===== src/rtl/count_sequencer.sv =====
// Prescaled up-counter sequencer with start/stop/pause control, one-shot or
// auto-reload against a latched limit, and a single-cycle done pulse.
module count_sequencer #(
    parameter int WIDTH      = 32,
    parameter int PRESCALE_W = 8
) (
    input  logic                  clk,
    input  logic                  reset,
    input  logic                  start,
    input  logic                  stop,
    input  logic                  pause,
    input  logic [WIDTH-1:0]      cfg_limit,
    input  logic [PRESCALE_W-1:0] cfg_prescale,
    input  logic                  cfg_reload,
    output logic [WIDTH-1:0]      q,
    output logic                  busy,
    output logic                  paused,
    output logic                  done
);

    typedef enum logic [1:0] {
        ST_IDLE  = 2'd0,
        ST_RUN   = 2'd1,
        ST_PAUSE = 2'd2,
        ST_DONE  = 2'd3
    } state_t;

    state_t                state_r, state_s;
    logic [WIDTH-1:0]      q_r, q_s;
    logic [PRESCALE_W-1:0] pc_r, pc_s;
    logic [WIDTH-1:0]      lim_r, lim_s;
    logic [PRESCALE_W-1:0] pre_r, pre_s;
    logic                  rl_r, rl_s;
    logic                  done_r, done_s;
    logic [WIDTH-1:0]      next_count_s;

    // Counting past the limit wraps to zero, so q never exceeds the limit
    assign next_count_s = (q_r == lim_r) ? {WIDTH{1'b0}}
                                         : q_r + {{(WIDTH-1){1'b0}}, 1'b1};

    // Next-state and next-register computation, commands in priority order
    always_comb begin
        state_s = state_r;
        q_s     = q_r;
        pc_s    = pc_r;
        lim_s   = lim_r;
        pre_s   = pre_r;
        rl_s    = rl_r;
        done_s  = 1'b0;
        if (stop) begin
            state_s = ST_IDLE;
            q_s     = {WIDTH{1'b0}};
            pc_s    = {PRESCALE_W{1'b0}};
        end else if (start) begin
            lim_s   = cfg_limit;
            pre_s   = cfg_prescale;
            rl_s    = cfg_reload;
            state_s = ST_RUN;
            q_s     = {WIDTH{1'b0}};
            pc_s    = {PRESCALE_W{1'b0}};
        end else begin
            case (state_r)
                ST_RUN: begin
                    if (pause) begin
                        state_s = ST_PAUSE;
                    end else if (pc_r == pre_r) begin
                        pc_s = {PRESCALE_W{1'b0}};
                        q_s  = next_count_s;
                        if (next_count_s == lim_r) begin
                            done_s  = 1'b1;
                            state_s = rl_r ? ST_RUN : ST_DONE;
                        end else begin
                            state_s = ST_RUN;
                        end
                    end else begin
                        pc_s = pc_r + {{(PRESCALE_W-1){1'b0}}, 1'b1};
                    end
                end
                ST_PAUSE: begin
                    if (!pause) begin
                        state_s = ST_RUN;
                    end else begin
                        state_s = ST_PAUSE;
                    end
                end
                ST_IDLE: state_s = ST_IDLE;
                ST_DONE: state_s = ST_DONE;
                default: begin
                    state_s = ST_IDLE;
                    q_s     = {WIDTH{1'b0}};
                    pc_s    = {PRESCALE_W{1'b0}};
                end
            endcase
        end
    end

    // State and datapath registers with synchronous reset
    always_ff @(posedge clk) begin
        if (reset) begin
            state_r <= ST_IDLE;
            q_r     <= {WIDTH{1'b0}};
            pc_r    <= {PRESCALE_W{1'b0}};
            lim_r   <= {WIDTH{1'b0}};
            pre_r   <= {PRESCALE_W{1'b0}};
            rl_r    <= 1'b0;
            done_r  <= 1'b0;
        end else begin
            state_r <= state_s;
            q_r     <= q_s;
            pc_r    <= pc_s;
            lim_r   <= lim_s;
            pre_r   <= pre_s;
            rl_r    <= rl_s;
            done_r  <= done_s;
        end
    end

    assign q      = q_r;
    assign done   = done_r;
    assign busy   = (state_r == ST_RUN) || (state_r == ST_PAUSE);
    assign paused = (state_r == ST_PAUSE);

endmodule


===== config.mk =====
export PLATFORM = sky130hd
export DESIGN_NAME = count_sequencer
export DESIGN_NICKNAME = d
export VERILOG_FILES = /design/src/rtl/count_sequencer.sv
export SDC_FILE = /design/constraint.sdc
export NUM_CORES = 1
export LEC_CHECK = 0
export ABC_AREA = 1
export CAP_MARGIN = 30
export CORE_UTILIZATION = 55
export CTS_BUF_LIST = sky130_fd_sc_hd__clkbuf_16
export CTS_CLUSTER_DIAMETER = 150
export DETAILED_ROUTE_END_ITERATION = 7
export HOLD_SLACK_MARGIN = 0.1
export PLACE_DENSITY = 0.86
export SETUP_SLACK_MARGIN = 0.05
export SYNTH_ARGS = -nofsm -noshare
export SYNTH_HDL_FRONTEND = slang
export SYNTH_SLANG_ARGS = --single-unit

===== constraint.sdc =====
create_clock -name clk -period 6.59 [get_ports clk]
set_input_delay 0.659 -clock clk [delete_from_list [all_inputs] [get_ports clk]]
set_output_delay 0.659 -clock clk [all_outputs]
set_load 0.02 [all_outputs]

==> key figures <==
Power and ir drop
  • Comb pwr share: 0.113
  • VDD IR max: 0.0001450 V
  • Cell Pwr Density: 195.7 nW/um^2
  • P_leak: 2.541 nW
  • Switching power total: 0.3065 mW
  • Cell-internal power: 0.9236 mW
  • Register share of total power: 0.439
  • Sw frac: 0.2492
  • Clk pwr share: 0.448

Setup path
  • Setup CP Type: flip-flop to flip-flop
  • Arr. time, crit path: 3.13 ns
  • CP Max Fanout: 63
  • Crit path from: q[2]
  • Worst R2R Start: q[2]
  • Crit path required time: 6.86 ns
  • CP endpoint kind: flip-flop
  • Worst Setup Start Kind: flip-flop

Synthesis
  • Asr flop ratio synth: 0
  • Synth Net Count: 838
  • Synth area leader: dfxtp_1
  • Post-synth EDFFs: 0
  • Yosys warns: 0
  • Avg Cell Area, Syn: 6.437 um^2
  • Cells after Synth: 786
  • Synth cell types: 33
  • Register area share after synthesis: 0.3323
  • Synthesis-stage register bit count: 84
  • Area contributors post-synth: dfxtp_1, nand2_1, inv_1, nor2_1, nand3_1
  • Top cell type's share of synthesized area: 0.3323
  • Cell area after synthesis: 5060 um^2
  • Main flop type after synthesis: dfxtp_1

Run status
  • Failing checks: design-rule violations
  • Outcome: complete, but fails checks

Clock network
  • TritonCTS Buffers: 9
  • CTS tree: built
  • Post-CTS Hold Buffers: 0
  • Post-CTS sizing: 0
  • Post-CTS setup repair buffer count: 0
  • H-tree levels: 3
  • Clk_lat worst skew: 0.34 ns
  • Clk sink count: 84
  • Reg clk slew, reported paths: 0.06 ns
  • Clk buf depth: 2
  • Root Driver: clkbuf_16

Flow run
  • Max Cap Viol: 0

Final layout
  • Layout net count: 908
  • Filler cells: 727
  • Share of cells above drive strength 1: 0.05459
  • Area grow syn2layout: 24.23%
  • Most common cell after layout, fill and taps aside: nand2_1
  • Antenna cells: 0
  • Most frequent cells in the layout: nand2_1, inv_1, dfxtp_1, clkdlybuf4s50_1, nor2_1

STA
  • Max_slew headroom: 0.5520
  • Final TNS setup: 0 ns
  • Clk_skew: 0.01022 ns
  • Post-route setup slack: 3.727 ns
  • Final hold vios: 0
  • Max Fclk: 349.3 MHz
  • Endpoints failing setup: 0
  • Minimum clock period: 2.863 ns
  • Pins over their slew limit: 0
  • RSZ-0062 raised after global routing: no
  • Final Cycle Share: 0.4344
  • Worst Tran Pin Value: 0.6719 ns

Floorplanning
  • Die height: 97.92 um
  • Core Region: 8806 um^2
  • Die Span X: 97.92 um
  • Die ar.: 9587 um^2
  • Initial Util: 0.5746
  • Row count: 34
  • # IOs: 81

GRT
  • Tot GR Track Use: 0.3127
  • Met1 Use GR: 0.3690
  • Remaining Overflow, GRT: 0
  • Gr busiest metal: met2
  • GR Util met2: 0.5352
  • Number of global-route vias before repair: 5157
  • First-pass GRT wire length: 24050 um
  • Largest net degree at the start of global routing: 64
  • Initial antenna violation count: 0
  • GR Util met3: 0.07373

Hold path
  • Hold Path Origin: pre_r[1]
  • Hold Path Class: flip-flop to flip-flop

Placed design
  • Hpwl dp: 10600 um
  • Port bufs: 80
  • GPL Wtd Cong: 0.9234
  • Setup WS pre-CTS: 3.784 ns

Detailed routing
  • DR WL/cell: 14.95 um
  • Drt first-iter violations: 335
  • DR vias/cell: 5.493
  • Final WL: 14490 um
  • Via Count: 5323
  • TritonRoute pass-1 iters: 7
  • Remaining DRCs: 5
  • Remaining antenna violation count after routing: 0
sequential cells by signal, indices dropped and copies added, names as in the netlist:
name,cells
state_r,2
lim_r,32
pre_r,8
done,1
pc_r,8
q,32
rl_r,1
synth_stat cells (all sizes together), types with 3 or more instances:
library cell    n
nand2         234
inv           106
dfxtp          84
nor2           83
nand3          53
o21ai          46
a21oi          39
o22ai          32
xor2           29
xnor2          24
clkbuf         19
nor3            8
buf             6
ha              6
nand4           4
clkinv          3
worst max-delay path: stages (launching register included):
cell     delay [ns]
dfxtp_1        0.46
xnor2_1        0.16
nand2_1        0.10
nor2_1         0.14
nand2_1        0.10
nor2_2         0.16
nand2_4        0.39
nand2_1        0.25
nand2_1        0.07
nand2_1        0.13
nand3_1        0.11
nor2_1         0.17
nand2_1        0.07
nor2_1         0.15
nand3_1        0.09
nand2_1        0.08
nand2_1        0.06
a21oi_2        0.10
cells by family (layout without fill, tap and decap cells):
family	Yosys count	count (layout)	share of synthesized area
flip-flops	84	84	0.3323
buffers and inverters	134	209	0.1046
AND/OR/NAND/NOR	389	389	0.3281
adder cells (fa/ha/maj)	6	6	0.01484
AO/OA/AOI/OAI	120	120	0.1283
XOR/XNOR	53	53	0.09174
layout make-up:
type | count | area, um^2 | area share
inverters | 109 | 409.1 | 0.06509
repair buffers | 84 | 875.8 | 0.1393
clock buffers | 9 | 225.2 | 0.03583
flip-flops and latches | 84 | 1682 | 0.2675
clock inverters | 7 | 98.84 | 0.01572
multi-input cells | 568 | 2860 | 0.4550
well taps | 108 | 135.1 | 0.02150
through the flow:
| stage | power [mW] | hold WS (ns) | instance area, um^2 | instances | utilization |
|---|---|---|---|---|---|
| 2_1_floorplan | 0.6277 | 0.4301 | 5060 | 786 | - |
| 3_3_place_gp | 0.6780 | 0.4494 | 5894 | 950 | 0.6694 |
| 3_5_place_dp | 0.6873 | 0.4546 | 5962 | 953 | 0.6770 |
| 4_1_cts | 1.232 | 0.4642 | 6286 | 969 | 0.7138 |
| 5_1_grt | 1.277 | 0.5000 | 6286 | 969 | 0.7138 |
| 6_report | 1.230 | 0.4688 | 6286 | 969 | 0.7138 |
power groups by stage:
stage	logic [mW]	clock network (mW)	registers (mW)
6_report	0.139	0.552	0.540
5_1_grt	0.155	0.581	0.542
4_1_cts	0.138	0.555	0.540
3_5_place_dp	0.136	0	0.551
3_3_place_gp	0.129	0	0.549
2_1_floorplan	0.0805	0	0.547
path summary, 6_finish.rpt:
path / to / slack [ns] / cells after the start
max: state_r[1] / 3.73 / 17
min: pre_r[1] / 0.47 / 2
max reg2reg: state_r[1] / 3.73 / 17
min reg2reg: pre_r[1] / 0.47 / 2
layer usage:
layer,share of wire,vias to the layer above
li1,-,2630
met5,0,-
met2,0.48,237
met1,0.41,2408
met3,0.075,48
met4,0.039,0
Power figures use the tool's default switching activity.
